--- src/rtl/uart_tx_arbiter.sv ---
// ---------------------------------------------------------------------------
// uart_tx_arbiter
//
// Shares one UART transmitter between NUM_REQ message sources. Sources are
// granted round-robin. A granted source keeps the transmitter for a whole
// framed message: a header byte (8'h40 + source index), then up to MAX_LEN
// payload bytes, then TERM_BYTE. Bytes move on a valid/ready handshake with
// the transmitter. A transfer stalled for TIMEOUT cycles aborts the frame.
//
// Ports:
//   clk        system clock
//   reset      asynchronous, active-low reset
//   iREQ       level request per source, held until that source's oDONE/oERR
//   iLEN       4-bit payload length per source, sampled at grant
//   iDATA      current payload byte per source, stable while granted
//   oGRANT     one-hot grant, held for the whole frame
//   oDATA_RD   strobe: granted source's byte consumed this cycle
//   oDONE      one-cycle pulse after the terminator is accepted
//   oERR       one-cycle pulse on timeout abort
//   oTX_DATA   byte to the transmitter
//   oTX_VALID  oTX_DATA is valid
//   iTX_READY  transmitter accepts the byte this cycle
//   oBUSY      high whenever a frame is in progress
// ---------------------------------------------------------------------------
module uart_tx_arbiter #(
    parameter int          NUM_REQ   = 3,
    parameter int          MAX_LEN   = 8,
    parameter int          TIMEOUT   = 50000,
    parameter logic [7:0]  TERM_BYTE = 8'h0D
) (
    input  logic                   clk,
    input  logic                   reset,
    input  logic [NUM_REQ-1:0]     iREQ,
    input  logic [4*NUM_REQ-1:0]   iLEN,
    input  logic [8*NUM_REQ-1:0]   iDATA,
    output logic [NUM_REQ-1:0]     oGRANT,
    output logic [NUM_REQ-1:0]     oDATA_RD,
    output logic [NUM_REQ-1:0]     oDONE,
    output logic                   oERR,
    output logic [7:0]             oTX_DATA,
    output logic                   oTX_VALID,
    input  logic                   iTX_READY,
    output logic                   oBUSY
);

    localparam int              IW         = (NUM_REQ > 1) ? $clog2(NUM_REQ) : 1;
    localparam logic [IW:0]     NREQ_W     = (IW+1)'(NUM_REQ);
    localparam logic [3:0]      MAX_LEN_W  = 4'(MAX_LEN);
    localparam logic [15:0]     WAIT_LIMIT = 16'(TIMEOUT - 1);

    typedef enum logic [1:0] {
        IDLE,
        HDR,
        PAYLOAD,
        TERM
    } state_t;

    state_t                 r_state;
    logic [NUM_REQ-1:0]     r_grant;
    logic [IW-1:0]          r_ptr;
    logic [3:0]             r_len;
    logic [3:0]             r_count;
    logic [15:0]            r_wait;
    logic                   r_txValid;
    logic                   r_busy;
    logic [NUM_REQ-1:0]     r_done;
    logic                   r_err;

    logic                   w_found;
    logic [IW-1:0]          w_pick;
    logic [NUM_REQ-1:0]     w_pickOh;
    logic [3:0]             w_pickLen;
    logic [3:0]             w_clampLen;
    logic                   w_accept;
    logic                   w_timeout;

    // Round-robin search: the first requesting source strictly after the
    // pointer, wrapping. The pointer holds the last granted source, so that
    // source is checked last.
    always_comb begin
        logic [IW:0] w_sum;
        w_found = 1'b0;
        w_pick  = '0;
        w_sum   = '0;
        for (int i = 0; i < NUM_REQ; i++) begin
            w_sum = {1'b0, r_ptr} + (IW+1)'(i + 1);
            if (w_sum >= NREQ_W) begin
                w_sum = w_sum - NREQ_W;
            end
            if (!w_found && iREQ[w_sum[IW-1:0]]) begin
                w_found = 1'b1;
                w_pick  = w_sum[IW-1:0];
            end
        end
    end

    // Length is clamped once at grant, so later iLEN changes cannot matter.
    always_comb begin
        w_pickOh   = NUM_REQ'(1) << w_pick;
        w_pickLen  = iLEN[{w_pick, 2'b00} +: 4];
        w_clampLen = (w_pickLen > MAX_LEN_W) ? MAX_LEN_W : w_pickLen;
    end

    assign w_accept  = r_txValid && iTX_READY;
    assign w_timeout = r_txValid && !iTX_READY && (r_wait == WAIT_LIMIT);

    // Framing FSM. The transmitter ready is only ever looked at together
    // with our own valid, so nothing moves while idle.
    always_ff @(posedge clk or negedge reset) begin
        if (!reset) begin
            r_state   <= IDLE;
            r_grant   <= '0;
            r_ptr     <= IW'(NUM_REQ - 1);
            r_len     <= '0;
            r_count   <= '0;
            r_wait    <= '0;
            r_txValid <= 1'b0;
            r_busy    <= 1'b0;
            r_done    <= '0;
            r_err     <= 1'b0;
        end else begin
            r_done <= '0;
            r_err  <= 1'b0;

            if (r_txValid && !iTX_READY) begin
                r_wait <= r_wait + 16'd1;
            end else begin
                r_wait <= '0;
            end

            if (w_timeout) begin
                // Abort: pointer stays on the stalled source so it drops to
                // lowest priority for the next arbitration.
                r_state   <= IDLE;
                r_grant   <= '0;
                r_txValid <= 1'b0;
                r_busy    <= 1'b0;
                r_err     <= 1'b1;
                r_wait    <= '0;
            end else begin
                case (r_state)
                    IDLE: begin
                        if (w_found) begin
                            r_grant   <= w_pickOh;
                            r_ptr     <= w_pick;
                            r_len     <= w_clampLen;
                            r_state   <= HDR;
                            r_txValid <= 1'b1;
                            r_busy    <= 1'b1;
                        end
                    end
                    HDR: begin
                        if (w_accept) begin
                            if (r_len == 4'd0) begin
                                r_state <= TERM;
                            end else begin
                                r_state <= PAYLOAD;
                                r_count <= r_len;
                            end
                        end
                    end
                    PAYLOAD: begin
                        if (w_accept) begin
                            r_count <= r_count - 4'd1;
                            if (r_count == 4'd1) begin
                                r_state <= TERM;
                            end
                        end
                    end
                    TERM: begin
                        if (w_accept) begin
                            r_state   <= IDLE;
                            r_grant   <= '0;
                            r_done    <= r_grant;
                            r_txValid <= 1'b0;
                            r_busy    <= 1'b0;
                        end
                    end
                    default: begin
                        r_state <= IDLE;
                    end
                endcase
            end
        end
    end

    // Byte presented to the transmitter; payload comes straight from the
    // granted source so the source can advance right after its read strobe.
    always_comb begin
        oTX_DATA = 8'h00;
        case (r_state)
            HDR:     oTX_DATA = 8'h40 + 8'(r_ptr);
            PAYLOAD: oTX_DATA = iDATA[{r_ptr, 3'b000} +: 8];
            TERM:    oTX_DATA = TERM_BYTE;
            default: oTX_DATA = 8'h00;
        endcase
    end

    assign oDATA_RD  = (r_state == PAYLOAD && w_accept) ? r_grant : '0;
    assign oGRANT    = r_grant;
    assign oDONE     = r_done;
    assign oERR      = r_err;
    assign oTX_VALID = r_txValid;
    assign oBUSY     = r_busy;

endmodule

--- config.mk ---
export PLATFORM = sky130hd
export DESIGN_NAME = uart_tx_arbiter
export DESIGN_NICKNAME = d
export VERILOG_FILES = /design/src/rtl/uart_tx_arbiter.sv
export SDC_FILE = /design/constraint.sdc
export NUM_CORES = 1
export LEC_CHECK = 0
export CAP_MARGIN = 20
export CORE_MARGIN = 4
export CORE_UTILIZATION = 53
export CTS_CLUSTER_SIZE = 12
export DETAILED_ROUTE_END_ITERATION = 10
export GPL_ROUTABILITY_DRIVEN = 0
export HOLD_SLACK_MARGIN = 0.15
export MAX_ROUTING_LAYER = met4
export PLACE_DENSITY = 0.86
export SYNTH_ARGS = -nofsm -noshare
export SYNTH_HDL_FRONTEND = slang
export SYNTH_SLANG_ARGS = --single-unit
--- constraint.sdc ---
create_clock -name clk -period 5.24 [get_ports clk]
set_input_delay 0.524 -clock clk [delete_from_list [all_inputs] [get_ports clk]]
set_output_delay 0.524 -clock clk [all_outputs]
set_load 0.01 [all_outputs]
==> results.py <==
metrics = {
    "synth": {
        "most_area_consuming_cells_after_synthesis": "dfrtp_1 36%, ha_1 6.2%, nor2_1 5.7%, mux2i_1 4.1%, xor2_1 3.6%",
        "ys_ff_latch": 36,
        "share_of_synthesized_flip_flops_with_an_asynchronous_set_or_reset_pct": 100.0,
        "synth.top_cell.area_share_pct": 36.03,
        "post_synth_num_cell_types": 55,
        "synth_enable_flop_cells": 0,
        "instance_count_of_the_mapped_netlist": 269,
        "postSynthAreaPerCell_um2": 9.037,
        "yosysSeqAreaShare_pct": 37.11,
        "synth_nets": 323,
        "synth_warnings": 0,
        "postSynth.topFlopCell": "dfrtp_1",
        "synth_top_area_cell": "dfrtp_1",
        "synthesis.area_um2": 2431,
    },
    "setup_path": {
        "crit_path_max_incr_delay_ns": 0.70,
        "crit_path_cell_trace": "inv_1 -> nor2_1 -> nand2_1 -> o21ai_0 -> nand3_1 -> o21ai_0 -> clkdlybuf4s50_1",
        "worst_ep_arrival_time_ns": 2.59,
        "critical_path.slowest_cell": "dfrtp_1",
        "crit_type": "reg2out",
        "worstSetupStartpointType": "flop",
        "critPathCaptureType": "primary output",
        "critPathMostFrequentCell": "o21ai_0",
        "timing.critical_path.fanout_max": 18,
        "worst_ep_required_time_ns": 4.72,
    },
    "grt": {
        "grtUsageTotal_pct": 22.10,
        "grt_first_pass_wirelength_mm": 9.494,
        "grt_antenna_before_repair": 0,
        "grt_remaining_overflow": 0,
        "largest_net_degree_at_the_start_of_global_routing": 37,
        "grt_pass1_vias": 2036,
    },
    "clock_network": {
        "clock_path_buffers": 2,
        "clkSlewWorstSetupHoldPaths_ns": 0.07,
        "post-cts-setup-buffers": 0,
        "tritoncts": "built",
        "tritoncts.num_buffers": 5,
        "postCtsResizedCells": 0,
        "clock_insertion_delay_worst_skew_ns": 0.29,
        "cts_hold_buffers": 0,
        "numClockSinks": 36,
        "h-tree-depth": 2,
        "clk_root_buffer_cell": "clkbuf_8",
    },
    "route": {
        "drt_iter0_markers": 124,
        "drt-wirelength-per-cell_um": 15.19,
        "met1Wirelength_mm": 2.702,
        "vias_per_cell": 5.776,
        "highest_layer": "met4",
        "route.met2.wl_mm": 2.691,
        "drtAntennaViolNets": 0,
        "number_of_detailed_route_iterations_in_the_first_pass": 4,
        "drt_drc_violations_left": 0,
        "wl_met3_um": 299,
        "via_count": 2195,
        "finalWirelength_mm": 5.771,
    },
    "layout": {
        "diodes": 0,
        "nFillCells": 326,
        "fin_nets": 381,
        "layout-area-overhead-vs-synth_pct": 29.03,
        "postLayoutCellArea_um2": 3137,
        "final_util_pct": 71.55,
        "post_route_cells_drive_above_1_share_pct": 9.146,
        "layoutNonFillerInstCount": 380,
    },
    "sta": {
        "rsz0062_at_grt": "no",
        "max_slew_margin_pct": 55.46,
        "finalWorstSetupSlack_ns": 2.131,
        "achievable-frequency_mhz": 321.6,
        "fin_tns_setup_ns": 0,
        "clock_skew_ns": 0.003172,
        "layout_min_cycle_time_ns": 3.109,
        "slew_viol_final": 0,
        "timing_hold_violations_final": 0,
        "setup_viol_count_final": 0,
        "tightestPinTransition_ns": 0.6681,
        "timing.hold.ws_ns": 0.5194,
        "ratio_of_final_minimum_period_to_clock_period_pct": 59.33,
    },
    "place": {
        "buffer_ports.inserted": 61,
        "place_ws_ns": 2.192,
        "dpl-instance-area_um2": 3047,
        "dp_hpwl_mm": 4.280,
        "dp.cells": 372,
    },
    "floorplanning": {
        "initial_utilization_pct": 55.45,
        "chipHeight_um": 75.73,
        "design.portCount": 62,
        "die_width_um": 75.73,
        "core-area_um2": 4384,
        "floorplan.die_area_um2": 5734,
        "placementRows": 24,
    },
    "power_and_ir_drop": {
        "leakagePower_nw": 1.326,
        "power-per-cell-area_nw_per_um2": 506.2,
        "worst_ir_drop_vdd_mv": 0.2931,
        "power.total_mw": 1.588,
    },
    "job": {
        "max_cap_violations": 0,
    },
    "worst_hold_path": {
        "hold_path.class": "reg2reg",
    },
    "status": {
        "outcome": "completed",
    },
}
## area by class of cell
| type | instances | area (µm²) | share of cell area [%] |
|---|---|---|---|
| Clock buffer | 8 | 90.09 | 2.872 |
| Inverter | 9 | 33.78 | 1.077 |
| Multi-Input combinational cell | 213 | 1428 | 45.51 |
| Sequential cell | 36 | 902.1 | 28.76 |
| Tap cell | 52 | 65.06 | 2.074 |
| Timing Repair Buffer | 62 | 618.1 | 19.70 |
## synthesized netlist by cell type (all sizes together) (5+ instances only)
cell type,n
buf,7
nand3,16
dfrtp,35
nor2,37
nand2b,5
and3,8
xor2,10
mux2i,10
mux2,6
ha,12
a21oi,17
nand2,21
inv,9
o21ai,17
## per-layer routing
metal / GRT usage, % / vias to the layer above
met3: 3.826 / 9
met5: - / -
met2: 33.17 / 66
li1: - / 1072
met1: 30.89 / 1048
met4: 5.825 / 0
## sequential cells by signal (all words and copies together), names as in the netlist
name / cells
oBUSY: 1
oDONE: 3
oERR: 1
oGRANT: 3
r_count: 4
r_len: 4
r_ptr: 2
r_state: 2
r_wait: 16
## cell usage in the layout, fill, tap and decap left out, types with 3 or more instances in the layout
| cell | instances |
|---|---|
| nand3_1 | 15 |
| nand2_1 | 21 |
| nor3b_1 | 3 |
| nand2b_1 | 5 |
| xnor2_1 | 4 |
| o22ai_1 | 4 |
| xor2_1 | 10 |
| dfrtp_1 | 35 |
| mux2_2 | 4 |
| and2_1 | 3 |
| o21ai_0 | 17 |
| clkdlybuf4s50_1 | 61 |
| inv_1 | 9 |
| ha_1 | 12 |
| a21oi_1 | 16 |
| nor3_1 | 3 |
| o31ai_1 | 3 |
| mux2i_1 | 10 |
| clkbuf_8 | 6 |
| nor2_1 | 37 |
| and3_1 | 8 |
## path summary, 6_finish.rpt
kind	cells past startpoint	slack, ns	from	to
worst max register to register	7	2.15	r_ptr[0]$_DFFE_PN0P_	r_len[2]$_DFFE_PN0P_
worst min register to register	1	0.52	r_wait[0]$_DFF_PN0_	r_wait[0]$_DFF_PN0_
worst min-delay path	1	0.52	r_wait[0]$_DFF_PN0_	r_wait[0]$_DFF_PN0_
min in group asynchronous	2	0.65	reset	r_wait[9]$_DFF_PN0_
max in group asynchronous	2	4.23	reset	r_ptr[1]$_DFFE_PN1P_
worst max-delay path	7	2.13	r_ptr[0]$_DFFE_PN0P_	oTX_DATA[6]
## kinds of logic after synthesis
logic type               count (synthesis)  synth area share (%)
AO/OA/AOI/OAI                           62                 17.40
XOR/XNOR                                14                 5.043
adder cells (fa/ha/maj)                 12                 6.176
buffers and inverters                   20                 4.168
flip-flops                              36                 37.11
multiplexers                            16                 7.205
AND/OR/NAND/NOR                        109                 22.90
## worst max-delay path: cells and delay by family (launching register included)
kind                   cells  cell delay [ns]
AOI/OAI and AO/OA          2             0.19
buffers and inverters      2             0.79
DFF                        1             0.70
and+or+nand+nor            3             0.61
## power by group
group          total [mW]  internal, mW  switching (mW)  leakage (nW)
combinational       0.948         0.443           0.505         0.801
sequential          0.439         0.341          0.0984         0.479
clock               0.201         0.107          0.0938        0.0455
total                1.59         0.891           0.697          1.33
Power figures use the tool's default switching activity.
